## src/rtl/eqn_cmp_pkg.sv

```systemverilog
// Shared constants and result type for the streaming equality comparator.
package eqn_cmp_pkg;

  localparam int DEF_WIDTH        = 8;
  localparam int DEF_CNT_W        = 8;
  localparam int DEF_MATCH_THRESH = 4;

  // Reduced comparison result carried by the second pipeline stage
  typedef struct packed {
    logic eq;
    logic gt;
    logic lt;
  } cmp_result_t;

endpackage

```

## src/rtl/eqn_run_counter.sv

```systemverilog
// Saturating run counter of consecutive equal results, with synchronous
// clear (priority over counting) and a registered threshold flag.
module eqn_run_counter
  import eqn_cmp_pkg::*;
#(
  parameter int CNT_W        = DEF_CNT_W,
  parameter int MATCH_THRESH = DEF_MATCH_THRESH
) (
  input  logic             clk,
  input  logic             rst_n,
  input  logic             clr,
  input  logic             xfer,
  input  logic             eq,
  output logic [CNT_W-1:0] cnt,
  output logic             lock
);

  localparam logic [CNT_W-1:0] THRESH  = CNT_W'(MATCH_THRESH);
  localparam logic [CNT_W-1:0] CNT_MAX = '1;

  logic [CNT_W-1:0] cnt_next;

  // Next count: clear wins, then a transferred result bumps or zeroes the run
  always_comb begin
    cnt_next = cnt;
    if (clr) begin
      cnt_next = '0;
    end else if (xfer) begin
      if (!eq) begin
        cnt_next = '0;
      end else if (cnt != CNT_MAX) begin
        cnt_next = cnt + 1'b1;
      end
    end
  end

  // Count and lock are registered together so lock never lags the count
  always_ff @(posedge clk or negedge rst_n) begin
    if (!rst_n) begin
      cnt  <= '0;
      lock <= 1'b0;
    end else begin
      cnt  <= cnt_next;
      lock <= (cnt_next >= THRESH);
    end
  end

endmodule

```

## src/rtl/eqn_stream_cmp.sv

```systemverilog
// Two-stage valid/ready operand comparator with a match-run counter.
// Stage 1 holds the bitwise equality vector, stage 2 the reduced result.
// Optional feature macro: EQN_CMP_MAGNITUDE_EN adds unsigned gt/lt outputs.
module eqn_stream_cmp
  import eqn_cmp_pkg::*;
#(
  parameter int WIDTH        = DEF_WIDTH,
  parameter int CNT_W        = DEF_CNT_W,
  parameter int MATCH_THRESH = DEF_MATCH_THRESH
) (
  input  logic             clk_amisha,
  input  logic             rst_n_amisha,
  input  logic             clr_amisha,
  input  logic             in_valid_amisha,
  output logic             in_ready_amisha,
  input  logic [WIDTH-1:0] a_amisha,
  input  logic [WIDTH-1:0] b_amisha,
  output logic             out_valid_amisha,
  input  logic             out_ready_amisha,
  output logic             eq_amisha,
`ifdef EQN_CMP_MAGNITUDE_EN
  output logic             gt_amisha,
  output logic             lt_amisha,
`endif
  output logic [CNT_W-1:0] run_cnt_amisha,
  output logic             lock_amisha
);

  logic             advance;
  logic             s1_valid;
  logic [WIDTH-1:0] s1_eqv;

  // The whole pipeline moves together whenever the output slot is free
  assign advance         = ~out_valid_amisha | out_ready_amisha;
  assign in_ready_amisha = advance;

  // Stage 1: capture valid bit and per-bit equality vector
  always_ff @(posedge clk_amisha or negedge rst_n_amisha) begin
    if (!rst_n_amisha) begin
      s1_valid <= 1'b0;
      s1_eqv   <= '0;
    end else if (advance) begin
      s1_valid <= in_valid_amisha;
      s1_eqv   <= ~(a_amisha ^ b_amisha);
    end
  end

`ifdef EQN_CMP_MAGNITUDE_EN
  logic [WIDTH-1:0] s1_a;
  logic [WIDTH-1:0] s1_b;
  cmp_result_t      s2_res;

  // Stage 1 operand copies, needed only for the magnitude compare
  always_ff @(posedge clk_amisha or negedge rst_n_amisha) begin
    if (!rst_n_amisha) begin
      s1_a <= '0;
      s1_b <= '0;
    end else if (advance) begin
      s1_a <= a_amisha;
      s1_b <= b_amisha;
    end
  end

  // Stage 2: reduce equality and compute unsigned ordering
  always_ff @(posedge clk_amisha or negedge rst_n_amisha) begin
    if (!rst_n_amisha) begin
      out_valid_amisha <= 1'b0;
      s2_res           <= '0;
    end else if (advance) begin
      out_valid_amisha <= s1_valid;
      s2_res.eq        <= &s1_eqv;
      s2_res.gt        <= (s1_a > s1_b);
      s2_res.lt        <= (s1_a < s1_b);
    end
  end

  assign eq_amisha = s2_res.eq;
  assign gt_amisha = s2_res.gt;
  assign lt_amisha = s2_res.lt;
`else
  logic s2_eq;

  // Stage 2: reduce the equality vector to a single flag
  always_ff @(posedge clk_amisha or negedge rst_n_amisha) begin
    if (!rst_n_amisha) begin
      out_valid_amisha <= 1'b0;
      s2_eq            <= 1'b0;
    end else if (advance) begin
      out_valid_amisha <= s1_valid;
      s2_eq            <= &s1_eqv;
    end
  end

  assign eq_amisha = s2_eq;
`endif

  eqn_run_counter #(
    .CNT_W        (CNT_W),
    .MATCH_THRESH (MATCH_THRESH)
  ) u_run_counter (
    .clk   (clk_amisha),
    .rst_n (rst_n_amisha),
    .clr   (clr_amisha),
    .xfer  (out_valid_amisha & out_ready_amisha),
    .eq    (eq_amisha),
    .cnt   (run_cnt_amisha),
    .lock  (lock_amisha)
  );

endmodule

```

## config.mk

```make
export PLATFORM = sky130hd
export DESIGN_NAME = eqn_stream_cmp
export DESIGN_NICKNAME = d
export VERILOG_FILES = /design/src/rtl/eqn_cmp_pkg.sv /design/src/rtl/eqn_run_counter.sv /design/src/rtl/eqn_stream_cmp.sv
export SDC_FILE = /design/constraint.sdc
export NUM_CORES = 1
export LEC_CHECK = 0
export CORE_UTILIZATION = 50
export CTS_BUF_LIST = sky130_fd_sc_hd__clkbuf_4 sky130_fd_sc_hd__clkbuf_8
export DETAILED_ROUTE_END_ITERATION = 16
export PLACE_DENSITY_LB_ADDON = 0.15
export SLEW_MARGIN = 15
export SYNTH_ARGS = -nofsm -noshare
export SYNTH_HDL_FRONTEND = slang
export SYNTH_HIERARCHICAL = 1
export SYNTH_SLANG_ARGS = --single-unit
export TNS_END_PERCENT = 100
```

## constraint.sdc

```tcl
create_clock -name clk_amisha -period 5.3 [get_ports clk_amisha]
set_input_delay 0.53 -clock clk_amisha [delete_from_list [all_inputs] [get_ports clk_amisha]]
set_output_delay 0.53 -clock clk_amisha [all_outputs]
set_load 0.05 [all_outputs]
```

==> out/metrics.cfg, run 1 <==
[power]
seqPwrFrac_pct=52.2
p_sw_share_pct=25.2
peakVddDrop_mv=0.183
p_leak_nw=0.595
p_clk_share_pct=25.1
p_int_mw=0.251
combPwrFrac_pct=22.6
power.density_cell_area_nw_per_um2=241
p_switching_mw=0.0848

[sta]
fmax_ghz=0.364
slew_headroom_pct=44.3
fin_skew_ns=0.00281
rsz0062_at_grt=no
fin_tns_setup_ns=0
final.min_clock_period_ns=2.75
slew_violations=0
setup_viol=0
hold_viol_final=0
worst_pin_slew_ns=0.833
finalCritPeriodShare_pct=51.9
timing.hold.ws_ns=0.502

[floorplan]
die_w_um=47.1
die_area_um2=2220
dieHeight_um=47.1
ios=33
coreArea_um2=1820
rows=15
start_util_pct=55.8

[place]
gp_congestion=0.781
port_buffers=32
dp_hpwl_mm=1.52

[global_route]
antenna_found_initial=0
grt_pass1_wl_mm=3.11
grt-ovfl-total=0
grt_start_max_net_pins=21
grt.total_usage_pct=20.6
grt_pass1_vias=749

[clock_tree]
clock-sinks=20
clk-insertion-delay-late_ns=0.29
htree_levels=1
post_cts_buffers=0
root_buffer=clkbuf_4
ctsResizeCount=0
cts_buffers=3
cts_tree=yes
hold_buffers=0
clockBufferDepth=2
clk_pin_slew_ns=0.10

[worst_setup_path]
crit_top_cell=clkdlybuf4s50_1
crit_chain=clkdlybuf4s50_1, nor2b_4, inv_2, clkdlybuf4s50_1
start_kind=input port
slowest_stage=clkdlybuf4s50_1
critPathMaxFanout=11
required_ns=4.77
crit_path_end_kind=output port
critPathBufInv=3
cp.arrival_ns=2.22
critPathMaxStageDelay_ns=0.86
critPathTopFamily=buffers and inverters
critPathKind=input port to output port

[logic_synthesis]
ys_seq_area_share_pct=49.3
netlist.area_leader.share_pct=49.3
syn-instance-count=82
netlist_area_um2=1020
synth_top_cell_by_area=dfrtp_1
synth_common_cells=20 x dfrtp_1, 9 x xnor2_1, 8 x mux2_4
synth-edff-count=0
avgSynthCellArea_um2=12.4
synth_area_leaders=dfrtp_1 49%, mux2_4 12%, xnor2_1 7.8%
synth_most_common_cell=dfrtp_1
synth_seq_cells=20
syn-num-nets=104
async_flop_share_pct=100
ys.flop_type=dfrtp_1
yosys_warnings=6
yosysUniqueCellTypes=33

[routing]
wl_mm=1.94
drcViolationCount=0
first_pass_iters=4
vias=775
wl_per_cell_um=13.6
viasPerCell=5.46
antenna_left=0
drtIter0Drc=15

[run]
max_cap_viol_count=0

[layout]
n_antenna_cell=0
regArea_um2=500
layout.nets=140
drive_above_1_share_pct=16.2
fill_cells=128
area_delta_synth_final_pct=37.1
multi_input_area_um2=497

[min_path]
holdCritPathClass=flip-flop to flip-flop

[outcome]
outcome=finished clean

## final timing paths
kind	start	to	slack, ns	cells after the start
max in group asynchronous	rst_n_amisha	u_run_counter/cnt[0]	4.08	1
min	s1_valid	out_valid_amisha	0.50	1
max	out_ready_amisha	in_ready_amisha	2.55	4
min reg2reg	s1_valid	out_valid_amisha	0.50	1
max reg2reg	out_valid_amisha	u_run_counter/lock	3.20	6
min in group asynchronous	rst_n_amisha	s1_eqv[0]	0.71	1
## per-layer routing
metal / global-route usage, % / up-vias / routed length (um)
li1: - / 368 / -
met1: 24.9 / 374 / 858
met2: 37.2 / 31 / 986
met3: 3.46 / 2 / 81
met4: 6.86 / 0 / 9
met5: 0 / - / 0
## through the flow
step	std cells	util, %	total power [mW]	area [um2]	setup slack [ns]
6_report	142	76.5	0.336	1390	2.55
5_1_grt	142	76.5	0.352	1390	2.50
4_1_cts	142	76.5	0.338	1390	2.54
3_5_place_dp	138	74.5	0.254	1360	2.54
3_3_place_gp	138	74.5	0.251	1360	2.57
2_1_floorplan	82	-	0.224	1020	3.12
## area by class of cell
cell class | instances | area share, %
Clock buffer | 4 | 2.61
Timing Repair Buffer | 32 | 23.0
Multi-Input combinational cell | 59 | 35.7
Inverter | 2 | 0.539
Tap cell | 25 | 2.25
Sequential cell | 20 | 35.9
## sequential cells by signal, summed over array words and instances, names as in the netlist
register            flops
s1_valid                1
s1_eqv                  8
eq_amisha               1
u_run_counter/cnt       8
out_valid_amisha        1
u_run_counter/lock      1
## power groups by stage
stage / logic, mW / clock network, mW / registers [mW]
floorplan: 0.0407 / 0 / 0.183
global placement: 0.0738 / 0 / 0.178
detailed placement: 0.0766 / 0 / 0.178
CTS: 0.0770 / 0.0856 / 0.175
global route: 0.0814 / 0.0929 / 0.177
finish: 0.0761 / 0.0844 / 0.176
## logic make-up (layout without fill, tap and decap cells)
family / Yosys count / in the layout / share of synthesized area (%)
AND/OR/NAND/NOR: 23 / 23 / 15.1
flip-flops: 20 / 20 / 49.3
AO/OA/AOI/OAI: 13 / 13 / 8.25
XOR/XNOR: 12 / 12 / 10.3
multiplexers: 10 / 10 / 13.9
buffers and inverters: 3 / 38 / 1.85
adder cells (fa/ha/maj): 1 / 1 / 1.23
## cells in the final DEF, fill, tap and decap left out, types with 2 or more instances in the layout
master / count
xnor2_1: 9
nand3_1: 2
nand4_1: 4
nor2_1: 5
xor2_1: 3
clkdlybuf4s50_1: 32
o21ai_0: 2
and2_1: 2
mux2_4: 8
dfrtp_1: 20
clkbuf_4: 3
a21oi_1: 4
(Power assumes the default switching activity.)
==> run 2, diff against run 1 <==
--- a/config.mk
+++ b/config.mk
@@ -5,7 +5,7 @@
 export SDC_FILE = /design/constraint.sdc
 export NUM_CORES = 1
 export LEC_CHECK = 0
-export CORE_UTILIZATION = 50
+export CORE_UTILIZATION = 47
 export CTS_BUF_LIST = sky130_fd_sc_hd__clkbuf_4 sky130_fd_sc_hd__clkbuf_8
 export DETAILED_ROUTE_END_ITERATION = 16
 export PLACE_DENSITY_LB_ADDON = 0.15
==> constraint.sdc (replaced) <==
create_clock -name clk_amisha -period 2.6 [get_ports clk_amisha]
set_input_delay 0.26 -clock clk_amisha [delete_from_list [all_inputs] [get_ports clk_amisha]]
set_output_delay 0.26 -clock clk_amisha [all_outputs]
set_load 0.05 [all_outputs]
==> run 2 against run 1 <==
  * Global-route usage is 3.0 points lower
  * Via count is 0.39% lower
  * First-iteration DRC count is 60% lower
  * Critical path depth is 2 higher
  * Total power is 110% higher
  * Wire length is 6.4% lower
  * Final cell count is 2.1% higher
  * Die area is 6.1% higher
  * Hold slack worse by 0.076 ns
  * Clock skew is 0.00091 ns lower
  * Count of clock-buffer cells in the layout stayed put
  * Register-to-register slack worse by 2.6 ns
==> out/metrics.cfg, run 2 (synthesis results as in run 1) <==
[floorplan]
die_w_um=48.5
dieHeight_um=48.5
start_util_pct=50.7
die_area_um2=2350
rows=16
coreArea_um2=2000
ios=33

[global_route]
grt-ovfl-total=0
antenna_found_initial=0
grt_start_max_net_pins=21
grt.total_usage_pct=17.6
grt_pass1_wl_mm=3.13
grt_pass1_vias=725

[place]
gp_congestion=0.830
post-place-cells=141
port_buffers=32
dp_slack_ns=0.260
dp_hpwl_mm=1.39

[worst_setup_path]
cp.arrival_ns=2.19
critPathKind=flip-flop to flip-flop
start_kind=flip-flop
r2r-start=u_run_counter/cnt[0]
critPathMaxFanout=6
required_ns=2.79
crit_path_start=u_run_counter/cnt[0]
reg2reg_depth=6
r2r_end=u_run_counter/lock
setup.worst_path.end=u_run_counter/lock
crit_path_end_kind=flip-flop
rrSetupSlack_ns=0.60

[routing]
drcViolationCount=0
vias=772
wl_mm=1.81
drtIter0Drc=6
viasPerCell=5.32
wl_per_cell_um=12.5
antenna_left=0
first_pass_iters=4

[outcome]
outcome=finished clean

[layout]
layout.nets=141
area_delta_synth_final_pct=38.1
final_cell_mix=32 x clkdlybuf4s50_1, 20 x dfrtp_1, 9 x xnor2_1
fin_cells=145
final_common_cell=clkdlybuf4s50_1
postLayoutCoreUtil_pct=70.1
top_regs=s1_eqv: 8 flops, u_run_counter/cnt: 8 flops
drive_above_1_share_pct=16.9
n_antenna_cell=0

[run]
max_cap_viol_count=0

[sta]
finalCritPeriodShare_pct=76.8
hold_viol_final=0
final.min_clock_period_ns=2.00
fin_skew_ns=0.00190
slew_headroom_pct=43.6
fmax_ghz=0.501
setup_ws_ns=0.602
worst_pin_slew_ns=0.844
fin_tns_setup_ns=0
setup_viol=0
rsz0062_at_grt=no
slew_violations=0

[clock_tree]
root_buffer=clkbuf_4
post_cts_buffers=0
htree_levels=1
clock-sinks=20
cts_buffers=3
clk_pin_slew_ns=0.11
hold_buffers=0
cts_tree=yes
clk-insertion-delay-late_ns=0.30
ctsResizeCount=0
clockBufferDepth=2

[power]
power.total_mw=0.692
peakVddDrop_mv=0.320
power.density_cell_area_nw_per_um2=493
p_leak_nw=0.600

[min_path]
holdCritPathClass=input port to asynchronous set/reset pin

run 2: cell types whose count changed in the layout (fill, tap and decap cells not counted), sizes merged:
cell | previous run | this run
buf | 0 | 1
run 2: worst max-delay path: stages, from the launching register on:
cell and delay [ns]:
dfrtp_1 0.43, ha_1 0.28, and4_4 0.19, a31oi_1 0.15, a211oi_1 0.08, or3_1 0.36
or4_1 0.39
run 2: worst min-delay path by stage:
stage	from	end	slack, ns	cells after the start
after CTS	rst_n_amisha	out_valid_amisha	0.46	1
after global routing	rst_n_amisha	u_run_counter/cnt[4]	0.49	1
after global placement	s1_valid	out_valid_amisha	0.44	1
final	rst_n_amisha	u_run_counter/cnt[5]	0.43	1
after floorplan	rst_n_amisha	eq_amisha	-0.04	0
after detailed placement	s1_valid	out_valid_amisha	0.47	1
run 2: report_power, final:
part | internal, mW | leakage, nW | switching, mW | total [mW]
Combinational | 0.0901 | 0.324 | 0.0646 | 0.155
Sequential | 0.339 | 0.255 | 0.0180 | 0.357
Clock | 0.0856 | 0.0210 | 0.0948 | 0.180
run 2: layer usage:
layer	up-vias	wire length, um	track usage [%]
li1	373	-	-
met1	367	776	20.2
met2	28	918	29.8
met3	4	91	5.66
met4	0	24	8.33
met5	-	0	0
run 2: cell type report:
| class | instances | area [um2] |
|---|---|---|
| flip-flops and latches | 20 | 500 |
| multi-input cells | 59 | 497 |
| well taps | 27 | 33.8 |
| clock buffers | 4 | 36.3 |
| repair buffers | 33 | 328 |
| fillers | 169 | 599 |
| inverters | 2 | 7.51 |
run 2: per-stage QoR:
step,hold WS [ns],instance area (um2)
after global routing,0.490,1400
after detailed placement,0.473,1370
after floorplan,-0.0356,1020
after CTS,0.459,1400
final,0.426,1400
after global placement,0.440,1370
==> run 3, diff against run 2 <==
--- a/config.mk
+++ b/config.mk
@@ -5,7 +5,7 @@
 export SDC_FILE = /design/constraint.sdc
 export NUM_CORES = 1
 export LEC_CHECK = 0
-export CORE_UTILIZATION = 47
+export CORE_UTILIZATION = 42
 export CTS_BUF_LIST = sky130_fd_sc_hd__clkbuf_4 sky130_fd_sc_hd__clkbuf_8
 export DETAILED_ROUTE_END_ITERATION = 16
 export PLACE_DENSITY_LB_ADDON = 0.15
==> constraint.sdc (replaced) <==
create_clock -name clk_amisha -period 1.76 [get_ports clk_amisha]
set_input_delay 0.176 -clock clk_amisha [delete_from_list [all_inputs] [get_ports clk_amisha]]
set_output_delay 0.176 -clock clk_amisha [all_outputs]
set_load 0.05 [all_outputs]
==> run 3 against run 2 <==
  * The run now ends with negative setup slack left
  * Design area grew 8.8%
  * Flip-flop and latch count is the same
  * Global-route usage grew 1.9 points
  * Die area grew 11%
  * Total power grew 45%
  * Register-to-register slack lost 0.70 ns
  * Clock skew grew 0.0075 ns
  * Largest power group unchanged
==> out/metrics.cfg, run 3 (synthesis results as in run 1) <==
[global_route]
grt-ovfl-total=0
antenna_found_initial=0
grt.total_usage_pct=19.5
grt_pass1_wl_mm=3.65
grt_start_max_net_pins=21
use_met3_pct=2.68
grtUsageMet2_pct=34.6
use_met1_pct=22.8
grt_most_used_layer=met2
grt_pass1_vias=815

[worst_setup_path]
critPathMaxFanout=4
start_kind=flip-flop
crit_path_end_kind=flip-flop
critPathKind=flip-flop to flip-flop
cp.arrival_ns=2.03
required_ns=1.93

[layout]
layout.nets=154
n_antenna_cell=0
drive_above_1_share_pct=40.0
final_area_um2=1530
top_regs=s1_eqv: 8 flops, u_run_counter/cnt: 8 flops
final_cell_mix=22 x clkdlybuf4s50_1, 22 x buf_4, 14 x dfrtp_1
area_delta_synth_final_pct=50.2
fill_cells=192
fin_cells=158
postLayoutCoreUtil_pct=67.7

[sta]
worst_pin_slew_ns=0.496
setup_ws_ns=-0.101
fmax_ghz=0.537
rsz0062_at_grt=yes
finalCritPeriodShare_pct=106
setup_viol=1
fin_skew_ns=0.00943
timing.hold.ws_ns=0.206
hold_viol_final=0
slew_headroom_pct=66.9
slew_violations=0
final.min_clock_period_ns=1.86

[routing]
viasPerCell=5.27
wl_mm=2.26
drtIter0Drc=11
vias=833
drcViolationCount=0
wl_per_cell_um=14.3
first_pass_iters=4
antenna_left=0

[place]
dp_hpwl_mm=1.66
gp_congestion=0.871
post-place-cells=153
port_buffers=32
placed_area_um2=1460

[floorplan]
start_util_pct=45.1
coreArea_um2=2250
die_area_um2=2620
dieHeight_um=51.2
ios=33
rows=17
die_w_um=51.2

[clock_tree]
root_buffer=clkbuf_4
cts_buffers=3
clockBufferDepth=2
htree_levels=1
clk-insertion-delay-late_ns=0.30
cts_tree=yes
clock-sinks=20
hold_buffers=0
clk_pin_slew_ns=0.11

[outcome]
outcome=finished with violations
violations=negative setup slack

[power]
power.density_cell_area_nw_per_um2=659
p_leak_nw=0.693
peakVddDrop_mv=0.589

[min_path]
holdCritPathClass=input port to asynchronous set/reset pin

[run]
max_cap_viol_count=0

run 3: cell type report:
cell class	count	area (um2)	area share, %
multi-input combinational	59	536	35.1
tap	28	35.0	2.30
sequential	20	508	33.3
timing repair buffer	46	418	27.4
inverter	2	7.51	0.492
clock buffer	3	22.5	1.48
run 3: metal layers:
layer | wire length [um] | part of all wire [%] | up-vias
li1 | - | - | 397
met1 | 935 | 41 | 410
met3 | 94 | 4.2 | 2
met4 | 16 | 0.71 | 0
met2 | 1210 | 54 | 24
met5 | 0 | 0 | -
run 3: final timing paths:
path                                 startpoint                    to  slack [ns]  cells after the start
min reg2reg                            s1_valid      out_valid_amisha        0.49                      1
max                        u_run_counter/cnt[0]    u_run_counter/lock       -0.10                      6
min in group clk_amisha         in_valid_amisha              s1_valid        0.49                      2
min                                rst_n_amisha             s1_eqv[6]        0.21                      2
max reg2reg                u_run_counter/cnt[0]    u_run_counter/lock       -0.10                      6
max in group asynchronous          rst_n_amisha  u_run_counter/cnt[0]        1.32                      2
run 3: worst max-delay path: stages (launching register included):
cell and delay [ns]:
dfrtp_2 0.44, ha_4 0.17, and4_4 0.18, a31oi_4 0.14, a211oi_2 0.06, or3_1 0.35, or4_1 0.39
run 3: where the power goes:
group	switching [mW]	total, mW	internal [mW]	leakage [nW]
clock network	0.136	0.216	0.0797	0.0138
registers	0.0255	0.527	0.501	0.246
logic	0.107	0.263	0.156	0.433
run 3: stage by stage:
step	setup WS [ns]	setup TNS (ns)	power, mW
after floorplan	-0.181	-0.181	0.678
after global placement	-0.313	-0.313	0.785
after detailed placement	-0.323	-0.323	0.793
after CTS	-0.0828	-0.0828	1.02
after global routing	-0.140	-0.140	1.05
final	-0.101	-0.101	1.01
run 3: timing repair:
action                     in CTS  in global routing
resized for setup               4                  1
setup endpoints to repair       1                  2
buffers inserted                2                  0
pin swaps                       1                  0
